## src/rtl/program_loader.sv

```systemverilog
// program_loader
//
// Boot front-end for the single-cycle RISC-V core. It parses a little-endian
// byte stream (BASE, COUNT, COUNT data words, plus an optional checksum byte),
// writes each assembled word into instruction memory, and holds the core in
// reset until the image is complete. It then releases the core with BASE as
// its start address.
//
// Optional feature: define LOADER_CHECKSUM_EN to add the CHK state. A trailing
// byte must then equal the XOR of every header and data byte.
//
// Ports:
//   clk, reset          rising-edge clock, synchronous active-high reset
//   in_data/in_valid    byte stream input
//   in_ready            loader can accept a byte (HDR_*, DATA, CHK)
//   reload              pulse in DONE/ERROR restarts loading
//   imem_we/addr/wdata  one-cycle instruction memory write
//   core_reset          core reset, low only in DONE
//   initial_address     BASE of the most recent header
//   done / error        load complete / load aborted
//   words_loaded        words written during the current load
module program_loader #(
    parameter int IMEM_WORDS = 256
) (
    input  logic        clk,
    input  logic        reset,
    input  logic [7:0]  in_data,
    input  logic        in_valid,
    output logic        in_ready,
    input  logic        reload,
    output logic        imem_we,
    output logic [31:0] imem_addr,
    output logic [31:0] imem_wdata,
    output logic        core_reset,
    output logic [31:0] initial_address,
    output logic        done,
    output logic        error,
    output logic [15:0] words_loaded
);

    localparam logic [31:0] IMEM_LIMIT = 32'(IMEM_WORDS);

    typedef enum logic [2:0] {
        HDR_BASE,
        HDR_COUNT,
        DATA,
`ifdef LOADER_CHECKSUM_EN
        CHK,
`endif
        DONE,
        ERROR
    } state_t;

    state_t      state;
    state_t      state_next;
    logic [1:0]  byte_cnt;
    logic [31:0] word_buf;
    logic [31:0] field;
    logic [31:0] addr_ptr;
    logic [31:0] words_left;
    logic        accept;
    logic        word_end;
`ifdef LOADER_CHECKSUM_EN
    logic [7:0]  chk_xor;
`endif

    assign accept   = in_valid & in_ready;
    assign word_end = accept && (byte_cnt == 2'd3);

    // Bytes shift in at the top. After four bytes, byte k sits in bits
    // [8k+7:8k]. field is the completed word in the cycle of its 4th byte.
    assign field = {in_data, word_buf[31:8]};

    // State register.
    always_ff @(posedge clk) begin
        if (reset) begin
            state <= HDR_BASE;
        end else begin
            state <= state_next;
        end
    end

    // Next-state logic. reload is honoured only in DONE and ERROR.
    // The alignment check uses initial_address, which holds BASE once the
    // BASE field completes.
    always_comb begin
        state_next = state;
        case (state)
            HDR_BASE: begin
                if (word_end) begin
                    state_next = HDR_COUNT;
                end
            end
            HDR_COUNT: begin
                if (word_end) begin
                    if ((initial_address[1:0] != 2'b00) || (field > IMEM_LIMIT)) begin
                        state_next = ERROR;
                    end else if (field != 32'd0) begin
                        state_next = DATA;
                    end else begin
`ifdef LOADER_CHECKSUM_EN
                        state_next = CHK;
`else
                        state_next = DONE;
`endif
                    end
                end
            end
            DATA: begin
                if (word_end && (words_left == 32'd1)) begin
`ifdef LOADER_CHECKSUM_EN
                    state_next = CHK;
`else
                    state_next = DONE;
`endif
                end
            end
`ifdef LOADER_CHECKSUM_EN
            CHK: begin
                if (accept) begin
                    state_next = (in_data == chk_xor) ? DONE : ERROR;
                end
            end
`endif
            DONE: begin
                if (reload) begin
                    state_next = HDR_BASE;
                end
            end
            ERROR: begin
                if (reload) begin
                    state_next = HDR_BASE;
                end
            end
            default: state_next = HDR_BASE;
        endcase
    end

    // Status outputs are decoded straight from the state. The core is
    // therefore released in the same cycle that the final write strobe is
    // visible.
    always_comb begin
        in_ready   = 1'b1;
        core_reset = 1'b1;
        done       = 1'b0;
        error      = 1'b0;
        case (state)
            DONE: begin
                in_ready   = 1'b0;
                core_reset = 1'b0;
                done       = 1'b1;
            end
            ERROR: begin
                in_ready = 1'b0;
                error    = 1'b1;
            end
            default: ;
        endcase
    end

    // Datapath: byte position, word assembly, header capture and write
    // strobe generation.
    always_ff @(posedge clk) begin
        if (reset) begin
            byte_cnt        <= 2'd0;
            word_buf        <= 32'd0;
            addr_ptr        <= 32'd0;
            words_left      <= 32'd0;
            imem_we         <= 1'b0;
            imem_addr       <= 32'd0;
            imem_wdata      <= 32'd0;
            initial_address <= 32'd0;
            words_loaded    <= 16'd0;
        end else begin
            imem_we <= 1'b0;

            // The counter restarts on every state change, so a new field
            // always begins at byte 0.
            if (state_next != state) begin
                byte_cnt <= 2'd0;
            end else if (accept) begin
                byte_cnt <= byte_cnt + 2'd1;
            end

            if (accept) begin
                word_buf <= field;
            end

            case (state)
                HDR_BASE: begin
                    if (word_end) begin
                        initial_address <= field;
                        addr_ptr        <= field;
                    end
                end
                HDR_COUNT: begin
                    if (word_end) begin
                        words_left <= field;
                    end
                end
                DATA: begin
                    if (word_end) begin
                        imem_we      <= 1'b1;
                        imem_addr    <= addr_ptr;
                        imem_wdata   <= field;
                        addr_ptr     <= addr_ptr + 32'd4;
                        words_left   <= words_left - 32'd1;
                        words_loaded <= words_loaded + 16'd1;
                    end
                end
                DONE, ERROR: begin
                    if (reload) begin
                        words_loaded <= 16'd0;
                    end
                end
                default: ;
            endcase
        end
    end

`ifdef LOADER_CHECKSUM_EN
    // Running XOR over header and data bytes. It is cleared whenever the
    // parser re-enters HDR_BASE.
    always_ff @(posedge clk) begin
        if (reset) begin
            chk_xor <= 8'd0;
        end else if ((state_next == HDR_BASE) && (state != HDR_BASE)) begin
            chk_xor <= 8'd0;
        end else if (accept && (state != CHK)) begin
            chk_xor <= chk_xor ^ in_data;
        end
    end
`endif

endmodule
```

## config.mk

```make
export PLATFORM = sky130hd
export DESIGN_NAME = program_loader
export DESIGN_NICKNAME = d
export VERILOG_FILES = /design/src/rtl/program_loader.sv
export SDC_FILE = /design/constraint.sdc
export NUM_CORES = 1
export LEC_CHECK = 0
export ABC_AREA = 1
export ABC_CLOCK_PERIOD_IN_PS = 2640
export BUFFER_PORTS_ARGS = -buffer_cell sky130_fd_sc_hd__buf_2
export CAP_MARGIN = 20
export CORE_UTILIZATION = 62
export CTS_CLUSTER_DIAMETER = 150
export DETAILED_ROUTE_END_ITERATION = 7
export PLACE_DENSITY = 0.85
export RECOVER_POWER = 25
export SYNTH_ARGS = -nofsm -noshare
export SYNTH_HDL_FRONTEND = slang
export SYNTH_SLANG_ARGS = --single-unit
```

## constraint.sdc

```tcl
create_clock -name clk -period 2.64 [get_ports clk]
set_input_delay 0.264 -clock clk [delete_from_list [all_inputs] [get_ports clk]]
set_output_delay 0.264 -clock clk [all_outputs]
set_load 0.02 [all_outputs]
```

==> metrics.md, run 1 <==
| Metric | Value |
|---|---|
| Outcome | completed |
| Initial drt markers | 982 |
| WL per Instance | 16.37 um |
| Post-synth ARST share | 0% |
| Area growth syn-to-layout | 13.10% |
| Initial antenna violation count | 0 |
| Post-synth top area cell | dfxtp_1 |
| Worst-path clk slew | 0.06 ns |
| Maximum clock rate | 455.9 MHz |
| # Post-CTS Setup Buffers | 0 |
| RePlAce Congestion | 0.9578 |
| CTS Buf Count | 22 |
| FP Rows | 45 |
| DRC violations left | 0 |
| Critical-path maximum fanout | 62 |
| Fin crit share | 83.08% |
| Relative slew slack | approximately 64% |
| Die height | 127.8 um |
| DRT antenna net count | 0 |
| Syn nets | between 1000 and 1500 |
| Clk sinks | a little over 200 |
| Critical Path End Type | flop |
| Global Route Usage Sum | 33.90% |
| Pwr/cell area | 595.2 nW/um^2 |
| Vias per cell | between 5 and 6 |
| Worst skew pair latency | 0.51 ns |
| Port Buf Inserts | around 130 |
| Setup violators final | 0 |
| First-pass GRT wire length | 44370 um |
| TritonRoute pass-1 iters | 7 |
| Post-CTS Hold Buffers | 0 |
| Final HPWL DP | 19470 um |
| Grt ovf | 0 |
| Top cells by area, synth | dfxtp_1 42%, nand2_1 9.5%, a21oi_1 9.0% |
| Worst hold path class | in2reg |
| Critical path required time | 3.07 ns |
| Yosys reg bits | ~200 |
| Final hold violations | 0 |
| Post-synth EDFFs | 0 |
| Fin Setup TNS | 0 ns |
| RSZ-0062 raised after global routing | no |
| Met1 Usage GRT | 48.88% |
| Met2 GRT Util | 51.21% |
| Worst setup SP type | flop |
| Mapped Area | between 9000 and 10000 um^2 |
| Initial Util | roughly 64% |
| Final Critical Period | roughly 2.2 ns |
| Clk root buf | clkbuf_16 |
| Max IR drop VDD | 436.0 uV |
| Post-synth top area share | 42.04% |
| Met3 usage | 4.841% |
| Hold slack | 0.05272 ns |
| Most used routing layer | met2 |
| Kind of critical path | reg2reg |
| Largest net degree at the start of global routing | 97 |
| Nets@finish | 1492 |
| Max Root-Sink Buffers | 3 |
| Syn. warnings | 0 |
| Max-slew violations | 0 |
| Clock skew | 0.01084 ns |
| Seq/Total Area, Yosys | between 40% and 50% |
| H-tree depth reported by CTS | 1 |
| Die Span X | 127.8 um |
| Avg Cell Area, Syn | ~7 um^2 |
| Arrival time worst endpoint | 2.63 ns |
| Cts repair resizes | 0 |
| Layout cells sized above 1 | between 8 and 9% |
| Main synth FF type | dfxtp_1 |
| Antenna Cells | 0 |
| CTS tree | done |
| Die footprint | 16330 um^2 |
| Unique masters post-synth | 44 |
| Vias in the first global route | 8653 |
| Vias | 9778 |
| Total wire length | around 28000 um |
| Max-cap violations | 0 |
| I/O pin count | 129 |
| Post-Synthesis Cells | 1381 |
| Leak | 4.658 nW |
| Core area | 15310 um^2 |
| Worst Tran Pin Value | 0.5429 ns |
| Post-Route Utilization | 72.44% |
## per-stage QoR
stage / instances / setup WS, ns / power, mW / cell area [um^2]
2_1_floorplan: 1381 / 1.020 / 3.466 / 9809
6_report: 1701 / 0.4467 / 6.603 / 11090
3_3_place_gp: 1662 / 0.6408 / 3.580 / 10480
3_5_place_dp: 1662 / 0.5233 / 3.587 / 10480
4_1_cts: 1701 / 0.4760 / 6.607 / 11190
5_1_grt: 1701 / 0.2790 / 6.756 / 11090
## layout by cell type, fill, tap and decap left out, drive strengths merged, types with 2 or more instances in the layout
master,instances
o211ai,7
a21boi,2
nor4,3
o21ai,180
nor2,157
dfxtp,206
clkinvlp,2
nand3,59
nor3b,4
nand3b,3
a31o,3
clkbuf,111
nand4,24
nand2,251
xnor2,8
xor2,29
buf,61
a31oi,23
clkinv,6
ha,5
a211oi,5
nor3,23
o31ai,2
inv,135
a21oi,177
## area by class of cell
cell class                 count  area [um^2]
fill                        1300         4220
multi-input combinational    968         4796
clock inverter                 8        70.07
inverter                     136        519.2
timing repair buffer         141        675.6
sequential                   206         4124
clock buffer                  31        645.6
tap                          211        264.0
## sequential cells by signal, indices dropped and copies added (netlist names)
register	count
words_left	32
initial_address	32
words_loaded	16
imem_we	1
imem_addr	32
word_buf	24
byte_cnt	2
state	3
addr_ptr	32
imem_wdata	32
## critical path: stages, from the launching register on
cell and delay [ns]:
dfxtp_1 0.55, nor2_4 0.11, o21ai_4 0.28, nand4_4 0.26, inv_2 0.09, buf_4 0.45, o21ai_0 0.19, a21oi_1 0.15
## Yosys cell counts (6+ instances only)
cell,count
a21oi_1,176
nand4_1,22
o211ai_1,7
inv_1,128
inv_2,6
o21ai_0,172
o21ai_1,7
nor2_1,153
buf_4,10
xor2_1,29
dfxtp_1,206
nor3_1,22
clkbuf_1,32
nand3_1,57
buf_2,23
nand2_1,247
xnor2_1,8
a31oi_1,23
## routing by layer
layer	vias up	part of all wire (%)	routed length [um]
li1	4777	-	-
met2	480	43	11970
met1	4447	44	12160
met4	0	3.7	1032
met3	74	9.6	2683
met5	-	0	0
## final timing paths
kind | from | cells past startpoint | slack [ns] | end
max | state[0] | 7 | 0.45 | initial_address[7]
min | in_data[0] | 3 | 0.05 | imem_wdata[24]
max reg2reg | state[0] | 7 | 0.45 | initial_address[7]
min reg2reg | addr_ptr[1] | 2 | 0.48 | imem_addr[1]
## where the power goes
group	internal [mW]	switching, mW
sequential	3.16	0.0585
combinational	0.0843	0.229
clock	1.80	1.27
total	5.04	1.56
## cell families (layout without fill, tap and decap cells)
family          Yosys count  after routing  share of synthesized area, %
mux                       1              1                        0.1020
fa+ha+maj                 5              5                        0.6378
flops                   206            206                         42.04
simple gates            525            525                         23.27
compound gates          400            400                         21.58
xor+xnor                 37             37                         3.304
buf+inv                 207            316                         9.069
No activity file was read; power rests on OpenSTA's default activity.
==> inputs of run 2 (changes only) <==
--- a/config.mk
+++ b/config.mk
@@ -6,13 +6,13 @@
 export NUM_CORES = 1
 export LEC_CHECK = 0
 export ABC_AREA = 1
-export ABC_CLOCK_PERIOD_IN_PS = 2640
+export ABC_CLOCK_PERIOD_IN_PS = 2200
 export BUFFER_PORTS_ARGS = -buffer_cell sky130_fd_sc_hd__buf_2
 export CAP_MARGIN = 20
-export CORE_UTILIZATION = 62
+export CORE_UTILIZATION = 58
 export CTS_CLUSTER_DIAMETER = 150
 export DETAILED_ROUTE_END_ITERATION = 7
-export PLACE_DENSITY = 0.85
+export PLACE_DENSITY = 0.8
 export RECOVER_POWER = 25
 export SYNTH_ARGS = -nofsm -noshare
 export SYNTH_HDL_FRONTEND = slang
==> constraint.sdc (replaced) <==
create_clock -name clk -period 2.2 [get_ports clk]
set_input_delay 0.22 -clock clk [delete_from_list [all_inputs] [get_ports clk]]
set_output_delay 0.22 -clock clk [all_outputs]
set_load 0.02 [all_outputs]
==> run 2 against run 1 <==
Non-clock buffer count up 4; count of clock-buffer cells in the layout shrank 5; combinational power is 24% higher; sequential power is 20% higher; sequential share of layout area is 0.23 points lower; die area increased by 6.8%; flip-flop and latch count did not move; fmax up 8.8%; cell area up 0.62%; global-route usage is 2.1 points lower.
==> metrics.md, run 2 (synthesis results as in run 1) <==
| Metric | Value |
|---|---|
| H-tree depth reported by CTS | 1 (unchanged) |
| Setup WS post-layout | 0.1842 ns (-0.2625 ns) |
| Layout cells sized above 1 | 8.591% (+0.13 points) |
| Kind of critical path | reg2reg |
| CP max-delay cell | dfxtp_1 |
| Post-CTS Hold Buffers | 0 (unchanged) |
| Area growth syn-to-layout | 13.80% |
| RSZ-0062 raised after global routing | no |
| Worst path buffer plus inverter count | 1 (-1) |
| # Post-CTS Setup Buffers | 0 (unchanged) |
| DRC violations left | 0 (unchanged) |
| DRT antenna net count | 0 (unchanged) |
| Initial drt markers | 766 (-22%) |
| Nets@finish | 1495 (+0.20%) |
| Clock network power share | 45.7% (-0.8 points) |
| Comb pwr share | 5.0% (+0.3 points) |
| Dpl ws | 0.2165 ns (-0.3068 ns) |
| Switching power | 1.830 mW (+17%) |
| Die footprint | 17440 um^2 (+6.8%) |
| Global Route Usage Sum | 31.82% (-2.1 points) |
| Initial Util | 59.36% (-4.7 points) |
| Relative slew slack | 59.94% (-3.9 points) |
| FP Rows | 47 (+4.4%) |
| Max-slew violations | 0 (unchanged) |
| Fin crit share | 91.63% (+8.5 points) |
| Worst-path clk slew | 0.07 ns (about the same) |
| Core area | 16520 um^2 (+7.9%) |
| Worst hold path class | in2reg |
| Maximum clock rate | 496.1 MHz (+8.8%) |
| Most common cell on crit path | a21oi_1 |
| Final hold violations | 0 (unchanged) |
| Cts repair resizes | 0 (unchanged) |
| Vias per cell | 5.663 (-1.5%) |
| Max Root-Sink Buffers | 3 (unchanged) |
| Clk root buf | clkbuf_16 |
| Sw Ratio | 23.42% (-0.21 points) |
| Fraction of power consumed by sequential logic | 49.3% (+0.6 points) |
| Max IR drop VDD | 541.3 uV (+24%) |
| R2r setup slk | 0.18 ns (-0.26 ns) |
| Port Buf Inserts | 128 (unchanged) |
| Worst setup SP type | flop |
| WL per Instance | 16.28 um (-0.59%) |
| Setup violators final | 0 (unchanged) |
| Fill count | 1498 (+15%) |
| Leak | 4.672 nW (+0.30%) |
| TritonRoute pass-1 iters | 5 (-2) |
| Vias in the first global route | 8567 (-0.99%) |
| Internal cell power | 5.984 mW (+19%) |
| Initial antenna violation count | 0 (unchanged) |
| Die Span X | 132.1 um (+3.3%) |
| Worst-path cell chain | nor2_4 > o21ai_4 > nand4_4 > nand2_8 > inv_4 > a21oi_1 > a21oi_1 |
| Worst skew pair latency | 0.50 ns (about the same) |
| Outcome | completed |
| Largest net degree at the start of global routing | 84 (-13%) |
| Die height | 132.1 um (+3.3%) |
| Most frequent cells in the layout | 247 x nand2_1, 206 x dfxtp_1, 176 x a21oi_1 |
| Clk sinks | 206 (unchanged) |
| RePlAce Congestion | 0.9797 (+2.3%) |
| Max-cap violations | 0 (unchanged) |
| Worst path top cell family by delay | simple AND/OR/NAND/NOR gates |
| First-pass GRT wire length | 45040 um (+1.5%) |
| Fin Setup TNS | 0 ns (unchanged) |
| Pwr/cell area | 699.9 nW/um^2 (+18%) |
| Vias | 9684 (-0.96%) |
| Critical Path End Type | flop |
| Total power | 7.813 mW (+18%) |
| Most common cell after layout, fill and taps aside | nand2_1 |
| Total wire length | 27830 um (about the same) |
| I/O pin count | 129 (unchanged) |
| Critical path required time | 2.59 ns (-0.48 ns) |
| Final Critical Period | 2.016 ns (-0.1775 ns) |
| Arrival time worst endpoint | 2.40 ns (-0.23 ns) |
| Final HPWL DP | 19770 um (+1.5%) |
| Clock skew | 0.01380 ns (+0.002961 ns) |
| CTS tree | done |
| Grt ovf | 0 (unchanged) |
| Slowest stage delay, CP | 0.53 ns (-0.02 ns) |
| Antenna Cells | 0 (unchanged) |
| CTS Buf Count | 21 (-4.5%) |
| Worst Tran Pin Value | 0.5954 ns (+0.05249 ns) |
| Critical-path maximum fanout | 45 (-27%) |
## run 2: changes by cell type in the layout (fill, tap and decap cells not counted)
cell / delta
clkbuf_1: -2
buf_4: -1
clkbuf_8: -1
clkinv_4: +1
clkinvlp_4: +1
clkbuf_16: -2
clkinv_2: -2
buf_12: +5
bufinv_16: +1
## run 2: stage by stage
stage          std cells  instance area [um^2]  utilization [%]  hold WS, ns
3_5_place_dp        1675                 10580            64.04       0.4499
3_3_place_gp        1675                 10580            64.04       0.4451
2_1_floorplan       1381                  9809                -       0.3682
5_1_grt             1710                 11160            67.56      0.06880
4_1_cts             1710                 11260            68.16      0.03786
6_report            1710                 11160            67.56      0.04766
## run 2: power groups by stage
stage	combinational, mW	sequential, mW	clock, mW
2_1_floorplan	0.233	3.93	0
3_3_place_gp	0.373	3.93	0
3_5_place_dp	0.379	3.93	0
4_1_cts	0.382	3.85	3.59
5_1_grt	0.423	3.86	3.72
6_report	0.387	3.86	3.57
## run 2: worst reg2reg max path, stage by stage, from the launching register on
cell     delay [ns]
dfxtp_1        0.53
nor2_4         0.11
o21ai_4        0.28
nand4_4        0.27
nand2_8        0.33
inv_4          0.16
a21oi_1        0.15
a21oi_1        0.09
## run 2: layout make-up
cell class	count	area [um^2]	area share, %
timing repair buffer	145	768.2	6.882
clock buffer	26	574.3	5.145
tap	220	275.3	2.466
multi-input combinational	968	4796	42.96
clock inverter	9	106.4	0.9527
inverter	136	519.2	4.651
sequential	206	4124	36.94
## run 2: path summary, 6_finish.rpt
check	from	endpoint	cells past startpoint
max reg2reg	state[0]	addr_ptr[29]	7
max	state[0]	addr_ptr[29]	7
min reg2reg	addr_ptr[0]	imem_addr[0]	2
min	in_data[0]	imem_wdata[24]	3
## run 2: per-layer routing
layer	GRT usage [%]	routed length [um]	up-vias	share of wire [%]
met5	0	0	-	0
met2	47.74	11870	407	43
met1	46.61	12870	4431	46
met4	10.98	862	0	3.1
li1	-	-	4795	-
met3	4.498	2229	51	8.0
==> inputs of run 3 (changes only) <==
--- a/config.mk
+++ b/config.mk
@@ -7,11 +7,11 @@
 export LEC_CHECK = 0
 export ABC_AREA = 1
 export ABC_CLOCK_PERIOD_IN_PS = 2200
-export BUFFER_PORTS_ARGS = -buffer_cell sky130_fd_sc_hd__buf_2
 export CAP_MARGIN = 20
-export CORE_UTILIZATION = 58
+export CORE_UTILIZATION = 64
 export CTS_CLUSTER_DIAMETER = 150
 export DETAILED_ROUTE_END_ITERATION = 7
+export DONT_BUFFER_PORTS = 1
 export PLACE_DENSITY = 0.8
 export RECOVER_POWER = 25
 export SYNTH_ARGS = -nofsm -noshare
==> run 3 against run 2 <==
Critical endpoint is now imem_wdata[19]; cell area shrank 3.0%; fmax shrank 0.75%; count of clock-buffer cells in the layout grew 7; global-route usage grew 3.5 points; critical path type unchanged; clock skew is essentially flat; utilization grew 5.8 points; combinational power is essentially flat; die area shrank 9.2%.
==> metrics.md, run 3 (synthesis results as in run 1) <==
| Metric | Value |
|---|---|
| Fill count | 1211 (-19%) |
| Worst Tran Pin Value | 0.5043 ns (-0.09106 ns) |
| R2r setup slk | 0.17 ns (-0.02 ns) |
| Vias in the first global route | 8628 (+0.71%) |
| Kind of critical path | reg2reg |
| Final Critical Period | 2.031 ns (+0.01528 ns) |
| Placed instance count | 1516 (-9.5%) |
| Clk root buf | clkbuf_16 |
| Initial drt markers | 834 (+8.9%) |
| Nets@finish | 1387 (-7.2%) |
| Met2 GRT Util | 55.69% (+7.9 points) |
| Vias | 9432 (-2.6%) |
| Port Buf Inserts | 0 (-100%) |
| WL per Instance | 17.78 um (+9.2%) |
| Setup violators final | 0 (unchanged) |
| H-tree depth reported by CTS | 1 (unchanged) |
| Core area | 14750 um^2 (-11%) |
| Met3 usage | 5.692% (+1.2 points) |
| Largest net degree at the start of global routing | 77 (-8.3%) |
| Worst-path clk slew | 0.06 ns (about the same) |
| Area growth syn-to-layout | 10.40% |
| Die footprint | 15830 um^2 (-9.2%) |
| Switching power | 1.902 mW (+3.9%) |
| Critical-path maximum fanout | 76 (+69%) |
| Fin Setup TNS | 0 ns (unchanged) |
| Relative slew slack | 66.34% (+6.4 points) |
| Clock network power share | 47.6% (+1.9 points) |
| Max IR drop VDD | 633.1 uV (+17%) |
| DRC violations left | 0 (unchanged) |
| DRT antenna net count | 0 (unchanged) |
| RePlAce Congestion | 0.9850 (+0.54%) |
| Maximum clock rate | 492.3 MHz (-0.75%) |
| Initial antenna violation count | 1 (+1) |
| FP Rows | 44 (-6.4%) |
| Fraction of power consumed by sequential logic | 47.7% (-1.6 points) |
| Fin crit share | 92.32% (+0.69 points) |
| Most frequent cells in the layout | 247 x nand2_1, 206 x dfxtp_1, 176 x a21oi_1 |
| Cts repair resizes | 0 (unchanged) |
| Comb pwr share | 4.7% (-0.3 points) |
| Worst hold path class | in2reg |
| Arrival time worst endpoint | 2.47 ns (+0.07 ns) |
| CTS tree | done |
| Critical path required time | 2.64 ns (+0.05 ns) |
| Outcome | completed |
| Max-cap violations | 0 (unchanged) |
| TritonRoute pass-1 iters | 6 (+1) |
| Total wire length | 27940 um (+0.37%) |
| Final hold violations | 0 (unchanged) |
| Vias per cell | 6.004 (+6.0%) |
| Clk sinks | 206 (unchanged) |
| Clock skew | 0.01368 ns (-0.0001239 ns) |
| Critical Path End Type | flop |
| Global Route Usage Sum | 35.31% (+3.5 points) |
| Layout cells sized above 1 | 6.349% (-2.2 points) |
| Pwr/cell area | 749.9 nW/um^2 (+7.1%) |
| Die height | 125.8 um (-4.7%) |
| Met1 Usage GRT | 48.63% (+2.0 points) |
| Grt ovf | 0 (unchanged) |
| Post-Route Utilization | 73.40% (+5.8 points) |
| Most used routing layer | met2 |
| # Post-CTS Setup Buffers | 0 (unchanged) |
| Sw Ratio | 23.42% (about the same) |
| First-pass GRT wire length | 45010 um (about the same) |
| I/O pin count | 129 (unchanged) |
| Worst skew pair latency | 0.52 ns (+0.02 ns) |
| Final HPWL DP | 19380 um (-2.0%) |
| Internal cell power | 6.218 mW (+3.9%) |
| Max-slew violations | 0 (unchanged) |
| Die Span X | 125.8 um (-4.7%) |
| Worst setup SP type | flop |
| Most common cell after layout, fill and taps aside | nand2_1 |
| Leak | 4.463 nW (-4.5%) |
| Final std cells w/o fill | 1571 (-8.1%) |
| Max Root-Sink Buffers | 3 (unchanged) |
| CTS Buf Count | 23 (+9.5%) |
| Initial Util | 66.49% (+7.1 points) |
| RSZ-0062 raised after global routing | no |
==> run 3: worst paths after layout <==
path	cells past startpoint	endpoint	startpoint
worst max register to register	8	imem_wdata[19]	state[0]
worst min-delay path	2	words_left[24]	in_data[0]
worst max-delay path	8	imem_wdata[19]	state[0]
worst min register to register	2	imem_addr[1]	addr_ptr[1]
==> run 3: area by class of cell <==
cell class	instances	area, um^2	share of cell area (%)
tap	184	230.2	2.126
antenna	1	2.502	0.02311
sequential	206	4124	38.08
clock inverter	8	111.4	1.028
inverter	136	519.2	4.795
clock buffer	33	653.1	6.031
timing repair buffer	35	392.9	3.628
multi-input combinational	968	4796	44.29
==> run 3: stage by stage <==
stage	power (mW)	hold slack (ns)	worst slack, ns	instance area, um^2
after floorplan	4.160	0.3682	0.5798	9809
after global placement	4.268	0.2954	0.3507	9922
after detailed placement	4.276	0.2970	0.2575	9922
after CTS	8.124	0.02187	0.1791	10830
after global routing	8.338	0.04274	0.007655	10830
final	8.120	0.06368	0.1689	10830
==> run 3: power groups by stage <==
stage | clock network (mW) | registers, mW | logic [mW]
floorplan | 0 | 3.93 | 0.233
global placement | 0 | 3.95 | 0.318
detailed placement | 0 | 3.95 | 0.325
CTS | 3.88 | 3.87 | 0.374
global route | 4.05 | 3.88 | 0.416
finish | 3.86 | 3.87 | 0.386
==> run 3: what timing repair did <==
| action | 4_1_cts | 5_1_grt |
|---|---|---|
| hold buffers | 13 | 0 |
| endpoints found under the setup margin | 0 | 0 |
| hold endpoints to repair | 63 | 0 |
==> run 3: critical path: stages (launching register included) <==
cell     delay, ns
dfxtp_1       0.52
nor2_4        0.11
nand2_1       0.14
nand4_4       0.16
nor2_8        0.15
buf_4         0.25
buf_12        0.28
o21ai_0       0.15
a21oi_1       0.17
==> run 3: routing by layer <==
layer,share of wire (%),up-vias,wire [um]
li1,-,4573,-
met1,42,4385,11830
met2,45,412,12610
met3,9.2,62,2581
met4,3.3,0,913
met5,0,-,0
